[config.mk]
export PLATFORM = sky130hd
export DESIGN_NAME = flag_unit
export DESIGN_NICKNAME = d
export VERILOG_FILES = /design/src/rtl/flag_unit.sv
export SDC_FILE = /design/constraint.sdc
export NUM_CORES = 1
export LEC_CHECK = 0
export CAP_MARGIN = 20
export CORE_MARGIN = 2
export CORE_UTILIZATION = 26
export DETAILED_ROUTE_END_ITERATION = 8
export PLACE_DENSITY = 0.81
export SETUP_SLACK_MARGIN = 0.5
export SYNTH_ARGS = -nofsm -noshare
export SYNTH_HDL_FRONTEND = slang
export SYNTH_SLANG_ARGS = --single-unit
[constraint.sdc]
create_clock -name clk -period 2.1 [get_ports clk]
set_input_delay 0.42 -clock clk [delete_from_list [all_inputs] [get_ports clk]]
set_output_delay 0.42 -clock clk [all_outputs]
set_load 0.02 [all_outputs]
[src/rtl/flag_unit.sv]
// Z/V/N condition-flag register, sticky overflow and branch-condition resolver for the EX stage.
// Latency: flags update on the clock edge after commit; br_taken is combinational, with optional EX bypass.
// Backpressure: stall freezes the flag state (ovfl_clr still acts); flush kills the EX update and bypass.
module flag_unit #(
   parameter int WIDTH  = 16,
   parameter bit BYPASS = 1'b1
) (
   input  logic             clk,
   input  logic             rst_n,
   input  logic             ex_valid,
   input  logic [3:0]       ex_op,
   input  logic [WIDTH-1:0] alu_out,
   input  logic             alu_ovfl,
   input  logic             stall,
   input  logic             flush,
   input  logic             br_eval,
   input  logic [2:0]       br_cond,
   input  logic             ovfl_clr,
   output logic             flag_z,
   output logic             flag_v,
   output logic             flag_n,
   output logic             ovfl_sticky,
   output logic             br_taken
);

   localparam logic [3:0] OP_ADD = 4'b0000;
   localparam logic [3:0] OP_SUB = 4'b0001;
   localparam logic [3:0] OP_XOR = 4'b0011;
   localparam logic [3:0] OP_SLL = 4'b0100;
   localparam logic [3:0] OP_SRA = 4'b0101;
   localparam logic [3:0] OP_ROR = 4'b0110;

   localparam logic [2:0] BR_NE  = 3'b000;
   localparam logic [2:0] BR_EQ  = 3'b001;
   localparam logic [2:0] BR_GT  = 3'b010;
   localparam logic [2:0] BR_LT  = 3'b011;
   localparam logic [2:0] BR_GE  = 3'b100;
   localparam logic [2:0] BR_LE  = 3'b101;
   localparam logic [2:0] BR_OV  = 3'b110;

   logic upd;
   logic op_arith;   // writes Z, N and V
   logic op_logic;   // writes Z only
   logic z_next;
   logic n_next;
   logic v_next;
   logic sticky_set;
   logic byp_arith;
   logic byp_any;
   logic ez;
   logic ev;
   logic en;
   logic cond_result;

   assign upd      = ex_valid & ~stall & ~flush;
   assign op_arith = (ex_op == OP_ADD) || (ex_op == OP_SUB);
   assign op_logic = (ex_op == OP_XOR) || (ex_op == OP_SLL) ||
                     (ex_op == OP_SRA) || (ex_op == OP_ROR);

   assign z_next = (alu_out == '0);
   assign n_next = alu_out[WIDTH-1];
   assign v_next = alu_ovfl;

   // Overflow only counts for committed arithmetic; other opcodes ignore alu_ovfl.
   assign sticky_set = upd & op_arith & alu_ovfl;

   // Flag register: arithmetic writes all three flags, logic/shift ops only Z.
   always_ff @(posedge clk or negedge rst_n) begin
      if (!rst_n) begin
         flag_z <= 1'b0;
         flag_v <= 1'b0;
         flag_n <= 1'b0;
      end else if (upd && op_arith) begin
         flag_z <= z_next;
         flag_v <= v_next;
         flag_n <= n_next;
      end else if (upd && op_logic) begin
         flag_z <= z_next;
      end
   end

   // Sticky overflow: set dominates clear; clear is honoured even while stalled.
   always_ff @(posedge clk or negedge rst_n) begin
      if (!rst_n) begin
         ovfl_sticky <= 1'b0;
      end else if (sticky_set) begin
         ovfl_sticky <= 1'b1;
      end else if (ovfl_clr) begin
         ovfl_sticky <= 1'b0;
      end
   end

   // Effective flags: forward next-state values only for flags the EX op actually writes.
   assign byp_arith = BYPASS & upd & op_arith;
   assign byp_any   = BYPASS & upd & (op_arith | op_logic);

   assign ez = byp_any   ? z_next : flag_z;
   assign en = byp_arith ? n_next : flag_n;
   assign ev = byp_arith ? v_next : flag_v;

   // Branch condition decode; purely combinational, feeds no register.
   always_comb begin
      cond_result = 1'b0;
      case (br_cond)
         BR_NE:   cond_result = ~ez;
         BR_EQ:   cond_result = ez;
         BR_GT:   cond_result = ~ez & ~en;
         BR_LT:   cond_result = en;
         BR_GE:   cond_result = ez | (~ez & ~en);
         BR_LE:   cond_result = en | ez;
         BR_OV:   cond_result = ev;
         default: cond_result = 1'b1;
      endcase
   end

   assign br_taken = br_eval & cond_result;

endmodule

## Word-level counts from Yosys, hierarchy flattened

Cells that the tools add are included.

- Reductions and logical operators: 11
- Muxes and demuxes: 8
- Bitwise operators: 14
- Equal/unequal tests: 11

Operators by type and width:

| kind | count |
|---|---|
| $logic_not 16->1 | 1 |
| $eq 4x3->1 const B | 3 |
| $eq 3x3->1 const B | 3 |
| $and 1x1->1 | 7 |
| $mux 1 | 7 |
| $pmux 1 s7 | 1 |
| $eq 3x2->1 const B | 2 |
| $eq 4x1->1 const B | 1 |
| $eq 4x2->1 const B | 1 |
| $logic_not 4->1 | 1 |
| $logic_or 1x1->1 | 4 |
| $not 1->1 | 4 |
| $reduce_bool 2->1 | 2 |
| $eq 3x1->1 const B | 1 |
| $logic_not 3->1 | 1 |
| $or 1x1->1 | 3 |
| $logic_and 1x1->1 | 2 |

- Word-level logic and storage cells: 48
- Flip-flop bits (word level): 4

## Depth between registers and ports, before layout

- Word-level depth: 12
- Gate-level depth with buffers: 5

## Worst setup path after synthesis

OpenSTA, ideal clock, no wires.

- Path kind: in2out
- Start: in stall
- End: out br_taken
- Slack: -210 ps
- Stages: 5
- Arrival time: 1,890 ps
- Buffers on the path: 0
- Cell sequence: or4b_4 > o21ai_1 > nand3_1 > o221a_1 > o211ai_1

- Cells in the longest elaborated chain, start to end: 10
- Elaborated cells on any way between the ends: 15
- Those cells by class: 4 x mux; 11 x bitwise

RTL lines:

| element | RTL line | text |
|---|---|---|
| start: declaration | 14 | `input logic stall,` |
| $not 1->1 * | 55 | `assign upd = ex_valid & ~stall & ~flush;` |
| $and 1x1->1 * (2 in a row) | 55 |  |
| $and 1x1->1, on equally long branches | 95, 94 |  |
| $mux 1, on equally long branches | 97, 98 |  |
| $not 1->1, on equally long branches | 105, 107, 109 |  |
| $and 1x1->1 | 107, 109 |  |
| $or 1x1->1 | 109 | `BR_GE: cond_result = ez \| (~ez & ~en);` |
| $pmux 1 s7 * | 104 | `case (br_cond)` |
| $and 1x1->1 * | 116 | `assign br_taken = br_eval & cond_result;` |
| end: declaration | 23 | `output logic br_taken` |

Every way passes the cells marked *; elsewhere a longest branch is shown, timed or not.

## Final worst setup path

Ends and elaborated chain as after synthesis.

==> out/results.txt <==
WS Path Type: in -> out
WHS: 0.377 ns
clock sink count: 4
CTS Buffer Depth: 2
PwrDens: 411 mW/mm^2
RePlAce Congestion: 0.780
H-tree level count: 1
CTS Buf Count: 3
synthesized net count: 79
# nets final: 132
post-route antenna net violation count: 0
I/O Buffers: 35
Initial Util: 28.4%
Post-DP Area: 835 sq um
metal3 WL: 152 microns
IO Count: 36
hold buffer count at CTS: 0
CP endpoint kind: output pin
Row Count: 13
failing checks: setup timing
LEAKAGE: 0.426 nW
Peak VDD IR: 0.272 mV
largest net degree at the start of global routing: 6
RSZ-0062 raised after global routing: yes
met1 WL: 613 microns
routed length on met2: 757 microns
critical path data arrival time: 2.01 ns
drt total wl: 1.57 mm
highest routing layer actually used: met4
P&R area growth vs syn: 144%
worst min path class: in -> async
FMAX: 412 MHz
# diodes: 0
antenna violations before repair: 0
Synth area leaders: dfrtp_1 26%, nor4_1 6.6%, nand2_1 5.9%
DPL Wire Length: 1.21 mm
number of remaining DRC errors: 0
Post-Synthesis Cells: 48
Avg WL per Cell: 13.7 microns
final worst slack: -0.330 ns
clock skew: 0 ns
post-synthesis sequential area ratio: 26.4%
Die Span X: 42.2 microns
status: finished, violations left
first-pass GRT wire length: 2.54 mm
CTS tree: built
crit path from: stall
clock-pin slew on the worst setup and hold paths: 0.04 ns
DR vias/cell: 5.36
routed vias: 611
reg2reg start: flag_n$_DFFE_PN0P_
Tcrit/Tclk final: 116%
Die Ht: 42.2 microns
clk root buf: clkbuf_4
max-slew violations: 0
max cap viols: 0
R2R Path End: flag_n$_DFFE_PN0P_
Post-Syn Area: 379 sq um
area of the die: 0.00178 sq mm
layout cells sized above 1: 37.4%
reg2reg path depth: 5
Worst-Skew Late Latency: 0.24 ns
vias in the first global route: 619
Total GRT Usage: 19.2%
Req. time, crit path: 1.68 ns
Synth top area share: 26.4%
CP max FO: 4
worst-margin pin slew: 0.401 ns
drt pass-1 iters: 2
Synth Area per Inst: 7.90 sq um
Yosys warning count: 0
Final Hold Viols: 0
final instance area: 926 sq um
gr ovfl total: 0
DR iter-0 viols: 8
area leader, netlist: dfrtp_1
Synth cell types: 27
fillers: 110
fin crit period: 2.43 ns
slew margin rel.: 73.3%
flops & latches, synth: 4
CP Launch Type: input pin
endpoints failing setup: 1
Core ar.: 0.00133 sq mm
R2R Setup Slk: 1.12 ns
[cells in the mapped netlist, drive strengths merged]
master   count
a2111oi      2
a21oi        2
a221oi       1
a31o         1
and2         1
and3         1
dfrtp        4
inv          5
mux2         1
mux2i        1
nand2        6
nand3        3
nand4        1
nor2         1
nor2b        1
nor3b        1
nor4         4
nor4b        1
o211ai       1
o21ai        4
o221a        1
o311ai       1
or2          2
or4b         1
xnor2        1
[logic make-up after synthesis]
kind of cell,Yosys count,synth area share [%]
and+or+nand+nor,23,35.3
AOI/OAI and AO/OA,13,25.4
buffers and inverters,5,4.95
DFF,4,26.4
muxes,2,5.61
xor gates and xnor gates,1,2.31
[final cells by class]
cell class                 instances  area (sq um)  share of cell area, %
multi-input combinational         39           342                   36.9
timing repair buffer              48           424                   45.8
tap                               15          18.8                   2.03
inverter                           5          18.8                   2.03
clock buffer                       3          22.5                   2.43
sequential                         4           100                   10.8
[stage by stage]
step / instances / total power [mW] / TNS [ns] / util (%) / setup WS (ns)
CTS: 114 / 0.382 / -0.340 / 67.8 / -0.340
finish: 114 / 0.381 / -0.330 / 69.4 / -0.330
floorplan: 48 / 0.150 / -0.182 / - / -0.182
global route: 114 / 0.403 / -0.377 / 69.4 / -0.377
global placement: 109 / 0.271 / -1.08 / 62.6 / -1.08
detailed placement: 109 / 0.275 / -1.15 / 62.6 / -1.14
[power breakdown]
part	total [mW]	internal, mW	leakage, nW	switching, mW
Clock	0.102	0.0643	0.0138	0.0376
Combinational	0.186	0.107	0.359	0.0791
Sequential	0.0929	0.0871	0.0535	0.00574
Total	0.381	0.258	0.426	0.122
[state kept, by name, indices dropped and copies added, names as in the netlist]
register / cells
flag_n: 1
flag_z: 1
flag_v: 1
ovfl_sticky: 1
[layer usage]
| layer | vias up | GRT usage, % |
|---|---|---|
| met1 | 284 | 17.7 |
| met4 | 0 | 9.38 |
| met2 | 33 | 36.3 |
| met5 | - | 0 |
| met3 | 5 | 6.90 |
| li1 | 289 | - |
[worst max-delay path by stage]
stage | to | slack [ns] | cells after the start
after CTS | br_taken | -0.34 | 8
after global routing | br_taken | -0.38 | 8
after detailed placement | br_taken | -1.14 | 7
after floorplan | br_taken | -0.18 | 5
after global placement | br_taken | -1.08 | 7
final | br_taken | -0.33 | 7
[cell usage in the layout, fill, tap and decap left out, types with 2 or more instances in the layout]
cell type / n
a2111oi_2: 2
buf_2: 2
buf_4: 14
buf_6: 2
clkbuf_4: 3
clkdlybuf4s50_1: 13
dfrtp_1: 4
dlygate4sd2_1: 15
dlymetal6s2s_1: 2
inv_1: 5
nand2_1: 6
nand3_1: 3
nor4_2: 3
o21ai_2: 2
or2_4: 2
[timing repair]
action | in CTS | in global routing
gates cloned | 0 | 0
resized for setup | 51 | 6
setup buffers | 2 | 0
pin swaps | 12 | 5
setup endpoints to repair | 8 | 1
[worst max-delay path, cell delays in order]
cell and delay (ns):
buf_6 0.09, or4b_4 0.58, a21oi_4 0.14, mux2i_2 0.30, o221a_1 0.22, o211ai_1 0.08, buf_4 0.17
(Power assumes the default switching activity.)
